File: src/rtl/prime_pkg.sv
// Shared types and constants for the keypad primality tester.
package prime_pkg;

  typedef enum logic [2:0] {
    S_IDLE      = 3'd0,
    S_CHECK     = 3'd1,
    S_DECOMP    = 3'd2,
    S_POW       = 3'd3,
    S_SQUARE    = 3'd4,
    S_NEXT_BASE = 3'd5,
    S_DONE      = 3'd6
  } state_e;

  localparam logic [3:0] KEY_STAR = 4'd10;
  localparam logic [3:0] KEY_HASH = 4'd11;
  localparam logic [3:0] KEY_NONE = 4'd15;

  // Miller-Rabin witnesses, index 0 first; exact for n < 3,215,031,751.
  localparam logic [3:0][3:0] BASES = {4'd7, 4'd5, 4'd3, 4'd2};
  localparam int NUM_BASES = 4;

  // Decimal digit to {dp,g,f,e,d,c,b,a}, active-high.
  function automatic logic [7:0] seg7(input logic [3:0] d);
    case (d)
      4'd0:    seg7 = 8'h3F;
      4'd1:    seg7 = 8'h06;
      4'd2:    seg7 = 8'h5B;
      4'd3:    seg7 = 8'h4F;
      4'd4:    seg7 = 8'h66;
      4'd5:    seg7 = 8'h6D;
      4'd6:    seg7 = 8'h7D;
      4'd7:    seg7 = 8'h07;
      4'd8:    seg7 = 8'h7F;
      4'd9:    seg7 = 8'h6F;
      default: seg7 = 8'h00;
    endcase
  endfunction

endpackage

File: src/rtl/mod_mul.sv
// Sequential (a*b) mod n, MSB-first shift-add. Requires a < n.
// One bit of b per cycle: 30 iterations after start, done pulses with p valid.
module mod_mul (
  input  logic        clk,
  input  logic        rst,
  input  logic        clr,
  input  logic        start,
  input  logic [29:0] a,
  input  logic [29:0] b,
  input  logic [29:0] n,
  output logic        done,
  output logic [29:0] p
);

  logic        busy;
  logic [4:0]  cnt;
  logic [29:0] bq;
  logic [30:0] t;

  // One iteration: r = (2r + b_msb*a) mod n, each partial kept below n.
  always_comb begin
    t = {p, 1'b0};
    if (t >= {1'b0, n}) t = t - {1'b0, n};
    if (bq[29]) t = t + {1'b0, a};
    if (t >= {1'b0, n}) t = t - {1'b0, n};
  end

  // Iteration counter and accumulator; clr drops an in-flight product.
  always_ff @(posedge clk or negedge rst) begin
    if (!rst) begin
      busy <= 1'b0;
      cnt  <= '0;
      bq   <= '0;
      p    <= '0;
      done <= 1'b0;
    end else begin
      done <= 1'b0;
      if (clr) begin
        busy <= 1'b0;
      end else if (start) begin
        busy <= 1'b1;
        cnt  <= '0;
        bq   <= b;
        p    <= '0;
      end else if (busy) begin
        p   <= t[29:0];
        bq  <= {bq[28:0], 1'b0};
        cnt <= cnt + 5'd1;
        if (cnt == 5'd29) begin
          busy <= 1'b0;
          done <= 1'b1;
        end
      end
    end
  end

endmodule

File: src/rtl/detect_prime_ctrl.sv
// Keypad entry, Miller-Rabin controller and 7-segment mux for the prime tester.
module detect_prime_ctrl
  import prime_pkg::*;
#(
  parameter int SCAN_DIV    = 1,
  parameter int REFRESH_DIV = 1024,
  parameter int MAX_DIGITS  = 9
) (
  input  logic        clk,
  input  logic        rst,
  input  logic        flush,
  input  logic [2:0]  key_col,
  output logic [3:0]  key_row,
  output logic [7:0]  oS_COM,
  output logic [7:0]  oS_ENS,
  output logic        LED1,
  output logic        LED2,
  output logic        LED3,
  output logic [35:0] bcd,
  output logic [63:0] bin
);

  localparam int SCAN_W = (SCAN_DIV > 1) ? $clog2(SCAN_DIV) : 1;
  localparam int REF_W  = (REFRESH_DIV > 1) ? $clog2(REFRESH_DIV) : 1;
  localparam logic [3:0] MAXD = 4'(MAX_DIGITS);

  // keypad scan
  logic [SCAN_W-1:0] scan_cnt;
  logic              row_end, press, row_hit, held, key_vld;
  logic [1:0]        quiet_cnt, col_idx;
  logic [3:0]        code, key_code;

  // entry and test state
  state_e      state;
  logic [35:0] bcd_r;
  logic [29:0] bin_r, d_r, x, pb, e, ma, mb, mul_p;
  logic [3:0]  cnt;
  logic [4:0]  s_r, sq_left;
  logic [2:0]  bidx;
  logic        mdone, mul_wait, mul_start, mul_done;
  logic [29:0] n_m1, base;

  // display
  logic [REF_W-1:0] ref_cnt;
  logic [2:0]       slot;
  logic [35:0]      bcd_sh;

  assign row_end = (scan_cnt == SCAN_W'(SCAN_DIV - 1));
  assign press   = |key_col;
  assign n_m1    = bin_r - 30'd1;
  assign base    = {26'd0, BASES[bidx[1:0]]};
  assign bcd     = bcd_r;
  assign bin     = {34'd0, bin_r};

  // Decode the key under the current row; leftmost column wins.
  always_comb begin
    col_idx = key_col[2] ? 2'd0 : (key_col[1] ? 2'd1 : 2'd2);
    code    = KEY_NONE;
    case (key_row)
      4'b1000: code = 4'd1 + {2'd0, col_idx};
      4'b0100: code = 4'd4 + {2'd0, col_idx};
      4'b0010: code = 4'd7 + {2'd0, col_idx};
      4'b0001: code = (col_idx == 2'd0) ? KEY_STAR : ((col_idx == 2'd1) ? 4'd0 : KEY_HASH);
      default: code = KEY_NONE;
    endcase
    if (!press) code = KEY_NONE;
  end

  // Row rotation and one-shot press detection; held drops after four clean rows.
  always_ff @(posedge clk or negedge rst) begin
    if (!rst) begin
      key_row   <= 4'b1000;
      scan_cnt  <= '0;
      row_hit   <= 1'b0;
      quiet_cnt <= '0;
      held      <= 1'b0;
      key_vld   <= 1'b0;
      key_code  <= KEY_NONE;
    end else begin
      key_vld <= 1'b0;
      if (press && !held) begin
        key_vld  <= 1'b1;
        key_code <= code;
        held     <= 1'b1;
      end
      if (row_end) begin
        scan_cnt <= '0;
        key_row  <= {key_row[0], key_row[3:1]};
        row_hit  <= 1'b0;
        if (row_hit || press)       quiet_cnt <= '0;
        else if (quiet_cnt == 2'd3) held      <= 1'b0;
        else                        quiet_cnt <= quiet_cnt + 2'd1;
      end else begin
        scan_cnt <= scan_cnt + SCAN_W'(1);
        if (press) row_hit <= 1'b1;
      end
    end
  end

  mod_mul u_mul (
    .clk   (clk),
    .rst   (rst),
    .clr   (flush),
    .start (mul_start),
    .a     (ma),
    .b     (mb),
    .n     (bin_r),
    .done  (mul_done),
    .p     (mul_p)
  );

  // Entry registers plus the Miller-Rabin sequencer; flush overrides everything.
  always_ff @(posedge clk or negedge rst) begin
    if (!rst) begin
      state <= S_IDLE;
      bcd_r <= '0;  bin_r <= '0;  cnt <= '0;
      LED1  <= 1'b0; LED2 <= 1'b0; LED3 <= 1'b0;
      d_r   <= '0;  s_r <= '0;  sq_left <= '0;
      x     <= '0;  pb <= '0;  e <= '0;  bidx <= '0;
      mdone <= 1'b0; mul_wait <= 1'b0; mul_start <= 1'b0;
      ma    <= '0;  mb <= '0;
    end else begin
      mul_start <= 1'b0;
      if (flush) begin
        state <= S_IDLE;
        bcd_r <= '0; bin_r <= '0; cnt <= '0;
        LED1  <= 1'b0; LED2 <= 1'b0; LED3 <= 1'b0;
        mul_wait <= 1'b0;
      end else begin
        case (state)
          S_IDLE: if (key_vld) begin
            if (key_code <= 4'd9) begin
              if (cnt < MAXD) begin
                bcd_r <= {bcd_r[31:0], key_code};
                bin_r <= bin_r * 30'd10 + {26'd0, key_code};
                cnt   <= cnt + 4'd1;
                LED1  <= 1'b0; LED2 <= 1'b0;
              end
            end else if (key_code == KEY_STAR) begin
              bcd_r <= '0; bin_r <= '0; cnt <= '0;
              LED1  <= 1'b0; LED2 <= 1'b0;
            end else if (key_code == KEY_HASH) begin
              LED1  <= 1'b0; LED2 <= 1'b0; LED3 <= 1'b1;
              state <= S_CHECK;
            end
          end
          S_CHECK: begin
            if (bin_r < 30'd2) begin
              LED2 <= 1'b1; LED3 <= 1'b0; state <= S_DONE;
            end else if (bin_r == 30'd2 || bin_r == 30'd3 || bin_r == 30'd5 || bin_r == 30'd7) begin
              LED1 <= 1'b1; LED3 <= 1'b0; state <= S_DONE;
            end else if (!bin_r[0]) begin
              LED2 <= 1'b1; LED3 <= 1'b0; state <= S_DONE;
            end else begin
              d_r   <= n_m1;
              s_r   <= '0;
              bidx  <= '0;
              state <= S_DECOMP;
            end
          end
          // n-1 = d * 2^s with d odd
          S_DECOMP: begin
            if (!d_r[0]) begin
              d_r <= {1'b0, d_r[29:1]};
              s_r <= s_r + 5'd1;
            end else begin
              state <= S_NEXT_BASE;
            end
          end
          S_NEXT_BASE: begin
            if (bidx == 3'(NUM_BASES)) begin
              LED1 <= 1'b1; LED3 <= 1'b0; state <= S_DONE;
            end else if (base == bin_r) begin
              bidx <= bidx + 3'd1;
            end else begin
              x     <= 30'd1;
              pb    <= base;
              e     <= d_r;
              mdone <= 1'b0;
              state <= S_POW;
            end
          end
          // LSB-first square-and-multiply; mdone marks that this bit's multiply is folded in
          S_POW: begin
            if (!mul_wait) begin
              if (e == '0) begin
                if (x == 30'd1 || x == n_m1) begin
                  bidx  <= bidx + 3'd1;
                  state <= S_NEXT_BASE;
                end else if (s_r == 5'd1) begin
                  LED2 <= 1'b1; LED3 <= 1'b0; state <= S_DONE;
                end else begin
                  sq_left <= s_r - 5'd1;
                  state   <= S_SQUARE;
                end
              end else begin
                mul_wait  <= 1'b1;
                mul_start <= 1'b1;
                ma        <= (e[0] && !mdone) ? x : pb;
                mb        <= pb;
              end
            end else if (mul_done) begin
              mul_wait <= 1'b0;
              if (e[0] && !mdone) begin
                x     <= mul_p;
                mdone <= 1'b1;
              end else begin
                pb    <= mul_p;
                e     <= {1'b0, e[29:1]};
                mdone <= 1'b0;
              end
            end
          end
          S_SQUARE: begin
            if (!mul_wait) begin
              mul_wait  <= 1'b1;
              mul_start <= 1'b1;
              ma        <= x;
              mb        <= x;
            end else if (mul_done) begin
              mul_wait <= 1'b0;
              x        <= mul_p;
              if (mul_p == n_m1) begin
                bidx  <= bidx + 3'd1;
                state <= S_NEXT_BASE;
              end else if (sq_left == 5'd1) begin
                LED2 <= 1'b1; LED3 <= 1'b0; state <= S_DONE;
              end else begin
                sq_left <= sq_left - 5'd1;
              end
            end
          end
          S_DONE:  state <= S_IDLE;
          default: state <= S_IDLE;
        endcase
      end
    end
  end

  // Slot for the currently lit digit; anything above it all-zero means leading blank.
  assign bcd_sh = bcd_r >> {slot, 2'b00};

  // Digit multiplexer: advance slot every REFRESH_DIV cycles, register COM/ENS together.
  always_ff @(posedge clk or negedge rst) begin
    if (!rst) begin
      ref_cnt <= '0;
      slot    <= '0;
      oS_COM  <= 8'hFE;
      oS_ENS  <= 8'h00;
    end else begin
      if (ref_cnt == REF_W'(REFRESH_DIV - 1)) begin
        ref_cnt <= '0;
        slot    <= slot + 3'd1;
      end else begin
        ref_cnt <= ref_cnt + REF_W'(1);
      end
      oS_COM <= ~(8'd1 << slot);
      oS_ENS <= (slot != 3'd0 && bcd_sh == '0) ? 8'h00 : seg7(bcd_sh[3:0]);
    end
  end

endmodule

File: config.mk
export PLATFORM = sky130hd
export DESIGN_NAME = detect_prime_ctrl
export DESIGN_NICKNAME = d
export VERILOG_FILES = /design/src/rtl/prime_pkg.sv /design/src/rtl/mod_mul.sv /design/src/rtl/detect_prime_ctrl.sv
export SDC_FILE = /design/constraint.sdc
export NUM_CORES = 1
export LEC_CHECK = 0
export ABC_AREA = 1
export BUFFER_PORTS_ARGS = -buffer_cell sky130_fd_sc_hd__buf_4
export CAP_MARGIN = 20
export CORE_MARGIN = 2
export CORE_UTILIZATION = 60
export CTS_CLUSTER_DIAMETER = 200
export DETAILED_ROUTE_END_ITERATION = 6
export GPL_ROUTABILITY_DRIVEN = 0
export PLACE_DENSITY = 0.78
export RECOVER_POWER = 50
export SLEW_MARGIN = 20
export SYNTH_ARGS = -nofsm -noshare
export SYNTH_HDL_FRONTEND = slang
export SYNTH_SLANG_ARGS = --single-unit
File: constraint.sdc
create_clock -name clk -period 7.4 [get_ports clk]
set_input_delay 1.48 -clock clk [delete_from_list [all_inputs] [get_ports clk]]
set_output_delay 1.48 -clock clk [all_outputs]
set_load 0.01 [all_outputs]
# Word level (Yosys, flattened, before mapping)
# Memories as Yosys holds them, arrays and structs flattened.
# Cells that the tools add are included.
[word_totals]
regBits = 382
rom_bits = 112
inputBits = 6
output_inout_bits = 123
n_memories = 1
[memory_table]
columns = ["name", "words", "width", "rd", "rd_ports_with_merged_regs", "wr", "line_no", "rtl"]
rows = [
  ["(name not given)", 16, 7, 1, 0, 0, "prime_pkg.sv:24", "case (d)"],
]
[classes]
addsub = 18
n_mul = 1
order_cmp = 6
n_eq_ne = 75
n_shift = 2
n_mux = 191
bitwise = 3
n_reduce_logical = 44
[ops]
columns = ["cell", "count"]
rows = [
  ["2-to-1 mux 30 bit", 38],
  ["case mux 30 bit (2 select lines)", 5],
  ["2-to-1 mux 36 bit", 6],
  ["case mux 30 bit (3 select lines)", 1],
  ["2-to-1 mux 3 bit", 28],
  ["2-to-1 mux 5 bit", 14],
  ["2-to-1 mux 1 bit", 67],
  ["greater-or-equal comparator 31 x 30 -> 1 bit", 2],
  ["2-to-1 mux 31 bit", 2],
  ["equality test 30 x 2 -> 1 bit (second input constant)", 2],
  ["equality test 30 x 3 -> 1 bit (second input constant)", 2],
  ["equality test 30 bit", 2],
  ["inequality test 3 bit (second input constant)", 15],
  ["inequality test 2 bit (second input constant)", 22],
  ["2-to-1 mux 4 bit", 10],
  ["logical NOT 36 bit", 1],
  ["right shift 36 x 5 -> 36 bit", 1],
  ["adder 31 x 30 -> 31 bit", 1],
  ["subtractor 31 x 30 -> 31 bit", 1],
  ["adder 30 x 4 -> 30 bit", 1],
  ["equality test 30 x 1 -> 1 bit (second input constant)", 1],
  ["equality test 4 x 30 -> 1 bit", 1],
  ["logical NOT 30 bit", 1],
  ["less-than comparator 30 x 2 -> 1 bit (second input constant)", 1],
  ["other kinds (68)", 115],
]

# Longest topological paths before layout
[logic_depth]
depth_word = 8
depth_mapped = 45
ltp_nobuf = 43

# By module
# From an unflattened synthesis, not the netlist that was laid out.
[hier_totals]
cells_unflattened = 4648
hier_area_um2 = 30838.3
[modules_own_cells]
columns = ["module", "n_inst", "cells_per_inst", "area_per_inst_um2", "seq_area_each_um2"]
rows = [
  ["detect_prime_ctrl", 1, 2827, 20489.7, 7797.5],
  ["mod_mul", 1, 1821, 10348.7, 1676.6],
]

# Worst setup path before layout
# Ideal clock, no wire load.
[synth_timing]
path_kind = "reg2reg"
start = "register bin_r[2]"
end = "register u_mul.p[29]"
t_arrival_ns = 5.597
path_slack_ns = 1.685
stages_incl_launch_ff = 42
path_buffers = 4
cell_sequence = "dfrtp_1 inv_1 ha_1 a21oi_1 nand2_1 a21oi_2 o21ai_1 nand4_1 nand2_2 inv_2 buf_2 buf_4 nor2_1 ha_1 fa_1 nand2_1 nand2_1 o21ai_0 [... 6 more ...] inv_1 ha_1 clkbuf_1 a21oi_1 nor2_1 nor2_1 o21ai_0 a21oi_1 nand2_1 nand2_1 nand2_1 nand2_1 nand2_1 nand2_1 buf_2 nand3_1 nand3_1 nand2_1"
[synth_between]
elab_chain_len = 8
elab_cells_between_ends = 10
classes_between = "add/sub: 3; order compare: 2; mux: 5"
[synth_lines]
columns = ["element", "line_no", "rtl"]
rows = [
  ["start: declaration", "detect_prime_ctrl.sv:36", "logic [29:0] bin_r, d_r, x, pb, e, ma, mb, mul_p;"],
  ["start signal: assignment", "detect_prime_ctrl.sv:135", "bin_r <= bin_r * 30'd10 + {26'd0, key_code};"],
  ["subtractor 31 x 30 -> 31 bit / greater-or-equal comparator 31 x 30 -> 1 bit (equally long branches)", "mod_mul.sv:23", "if (t >= {1'b0, n}) t = t - {1'b0, n};"],
  ["2-to-1 mux 31 bit", "mod_mul.sv:23", ""],
  ["adder 31 x 30 -> 31 bit", "mod_mul.sv:24", "if (bq[29]) t = t + {1'b0, a};"],
  ["2-to-1 mux 31 bit", "mod_mul.sv:24", ""],
  ["subtractor 30 bit / greater-or-equal comparator 31 x 30 -> 1 bit (equally long branches)", "mod_mul.sv:25", "if (t >= {1'b0, n}) t = t - {1'b0, n};"],
  ["2-to-1 mux 30 bit *", "mod_mul.sv:25", ""],
  ["2-to-1 mux 30 bit *", "mod_mul.sv:45", "end else if (busy) begin"],
  ["2-to-1 mux 30 bit *", "mod_mul.sv:40", "end else if (start) begin"],
  ["end signal: assignment", "mod_mul.sv:46", "p <= t[29:0];"],
  ["end: declaration", "mod_mul.sv:12", "output logic [29:0] p"],
]
# Mark *: on every way between the ends. The rest lies on a longest branch, timed or not. The select of a mux whose other input is x is not followed.
# A chain may end at the register's enable or synchronous reset.

# Worst setup path in the final report
[layout_timing]
start = "register bin_r[4]"
end = "register u_mul.p[9]"
# The elaborated chain is that of the path after synthesis.

==> metrics.txt <==
Setup Buffers After CTS=0; Power Total=0.0182 W; diode count=0; Mapped Area=0.0298 mm²; Vias per Instance=6.14; delay of the slowest cell on the worst path=0.68 ns; Clock Tree Root=clkbuf_16; routed length per instance=20.2 µm; Post-DP HPWL=78,300 µm; share of synthesized flip-flops with an asynchronous set or reset=100%; Tmin final=7.12 ns; Critical Path RT=7.89 ns; CP arrival=7.61 ns; share of power burned in the clock network=12.5%; failing checks=design-rule violations, max-capacitance violations, max-slew violations; worst-skew pair later-pin latency=0.61 ns; drt initial violations=4,635; Clock Tree Buf Depth=3; critical path type=reg2reg; leakage power=16.4 nW; Worst Setup End Kind=register; DR pass1 iterations=7; Initial Util=60.8%; Relative slew margins=-266%; max-cap violations=2; slowest CP cell=a21boi_0; Setup crit start kind=register; die area=0.0514 mm²; status=complete, but fails checks; crit path max fanout=30; Max Transition Viols Final=163; Clock Skew=0.0284 ns; Syn Inst Count=4,364; Yosys top cell area share=30.8%; post-synthesis sequential area ratio=31.8%; distinct cell type count after synthesis=68; share of cells above drive strength 1=7.52%; drt drc=22; switching power=0.0100 W; Routed Wire Length=103,000 µm; total negative slack=0 ns; grt ovf=0; Layout area overhead=9.54%; first-pass GRT wire length=161,000 µm; largest net degree at the start of global routing=142; Clock H-tree levels=2; Avg Inst Size Synth=6.82 µm²; # setup viols final=0; peak supply drop=0.000495 V; worst min-delay path class=reg2reg; Nets=4,607; final worst-path cycle share=96.2%; hold violation count in the final report=0; clock sink total=378; die extent in y=227 µm; DR vias=31,422; vias in the first global route=28,762; number of CTS-inserted buffers=44; sequential share of power=18.2%; Least-Margin Pin Slew=5.49 ns; number of synthesized flops with an enable pin=0; CTS tree=built; pwr dens=557 mW/mm²; clk slew on worst S/H paths=0.06 ns; I/O Pins=129; width of the die=227 µm; Total GRT Usage=40.3%; Comb power frac=69.3%; antenna violations before repair=0; CP most frequent cell=nand2_1; Int Pwr=0.00816 W; Fmax=141 MHz; FF+latch count, synth=378; core box area=0.0490 mm²; Routed Antenna Nets=0; cell taking the most area after synthesis=dfrtp_1; Synth area leaders=dfrtp_1 (31%), nand2_1 (15%), ha_1 (7.4%); Site Rows=81; Top FF cell, synth=dfrtp_1; YS warnings=0; Net Sw Frac=55.1%; RSZ-0062 raised after global routing=false; # port buffers=93
[Yosys cell counts, drive strengths merged (3+ instances only)]
| library cell | count |
|---|---|
| nand3 | 386 |
| dfstp | 12 |
| nor2 | 424 |
| o21a | 6 |
| a2111oi | 4 |
| o22ai | 70 |
| o221ai | 5 |
| a21oi | 179 |
| buf | 86 |
| xor2 | 73 |
| ha | 176 |
| nand4 | 90 |
| clkinv | 5 |
| and2 | 6 |
| o31ai | 4 |
| fa | 5 |
| and3 | 3 |
| clkbuf | 95 |
| a31oi | 41 |
| a21o | 17 |
| or2 | 11 |
| o21ai | 339 |
| o211ai | 65 |
| nand2 | 1170 |
| dfrtp | 366 |
| a22oi | 23 |
| xnor2 | 35 |
| nor4 | 22 |
| nand3b | 21 |
| a21boi | 11 |
| inv | 525 |
| nor3 | 58 |
| o21bai | 12 |
[power groups by stage]
stage,sequential [W],clock [W],combinational [W]
after floorplan,0.00306,0,0.00899
after global placement,0.00327,0,0.0118
after detailed placement,0.00328,0,0.0119
after CTS,0.00326,0.00228,0.0120
after global routing,0.00335,0.00237,0.0138
final,0.00330,0.00227,0.0126
[cell type report]
cell class                 instances  area [µm²]
multi-input combinational       3309       17600
inverter                         530        1990
clock inverter                    17         230
timing repair buffer             157        1210
fill                            4366       16300
sequential                       378        9480
tap                              664         831
clock buffer                      65        1270
[stage by stage]
| stage | cells | worst slack (ns) | cell area (µm²) | hold WS [ns] | utilization, % |
|---|---|---|---|---|---|
| after floorplan | 4398 | 1.69 | 29900 | 0.431 | - |
| after detailed placement | 5036 | 0.476 | 31100 | 0.427 | 63.5 |
| after global routing | 5120 | 0.0372 | 32600 | 0.473 | 66.6 |
| final | 5120 | 0.284 | 32600 | 0.446 | 66.6 |
| after CTS | 5118 | 0.427 | 32600 | 0.434 | 66.5 |
| after global placement | 5036 | 0.554 | 31100 | 0.425 | 63.5 |
[critical path: cells and delay by family (launching register included)]
kind / cells / cell delay (ns)
compound gates: 7 / 2.11
fa+ha+maj: 3 / 1.10
buf+inv: 4 / 0.61
flops: 1 / 0.56
simple gates: 24 / 2.61
[cells by family after synthesis]
logic type                 Yosys count  share of synthesized area [%]
and+or+nand+nor                   2193                           31.6
AOI/OAI and AO/OA                  790                           15.7
buffers and inverters              711                           9.73
DFF                                378                           31.8
adders and majority gates          181                           7.73
xor gates and xnor gates           108                           3.25
muxes                                2                         0.0714
other                                1                         0.0126
[final timing paths]
kind,startpoint,cells past startpoint,slack [ns],endpoint
setup / recovery,bin_r[4],38,0.28,u_mul.p[9]
max in group asynchronous,rst,1,1.16,u_mul.cnt[1]
setup reg to reg,bin_r[4],38,0.28,u_mul.p[9]
hold / removal,key_row[0],0,0.45,key_row[3]
hold reg to reg,key_row[0],0,0.45,key_row[3]
min in group asynchronous,rst,1,3.09,bcd[3]
[sequential cells by signal, summed over array words and instances (netlist names), 4 cells and up]
| name | flops |
|---|---|
| key_code | 4 |
| mb | 30 |
| cnt | 4 |
| key_row | 4 |
| u_mul.bq | 30 |
| pb | 30 |
| bin_r | 29 |
| oS_COM | 8 |
| bcd | 36 |
| x | 30 |
| ref_cnt | 10 |
| e | 30 |
| d_r | 30 |
| s_r | 5 |
| sq_left | 5 |
| oS_ENS | 7 |
| u_mul.cnt | 5 |
| ma | 30 |
| u_mul.p | 30 |
[layout by cell type (no fill, tap or decap), types with 21 or more instances in the layout]
master / count
buf_4: 137
dfrtp_1: 363
clkbuf_16: 45
nand3b_1: 21
nor2_1: 399
xnor2_1: 35
nand2_1: 1155
nor4_1: 21
o21ai_1: 40
conb_1: 35
a31oi_1: 41
nor3_1: 55
nand4_1: 89
o211ai_2: 26
o211ai_1: 39
a22oi_1: 23
a21oi_1: 175
clkbuf_1: 24
nand3_1: 381
xor2_1: 70
inv_1: 514
o22ai_1: 70
o21ai_0: 296
ha_1: 176
[routing by layer]
layer	wire (µm)	global-route usage [%]
met3	14700	12.3
met1	40400	55.3
met2	42700	58.5
met4	5450	17.4
met5	0	0
[repair_timing]
item | 4_1_cts | 5_1_grt
hold buffers | 0 | 0
endpoints found under the setup margin | 0 | 30
gates resized for setup | 0 | 13
hold endpoints to repair | 0 | 0
No activity file was read; power rests on OpenSTA's default activity.
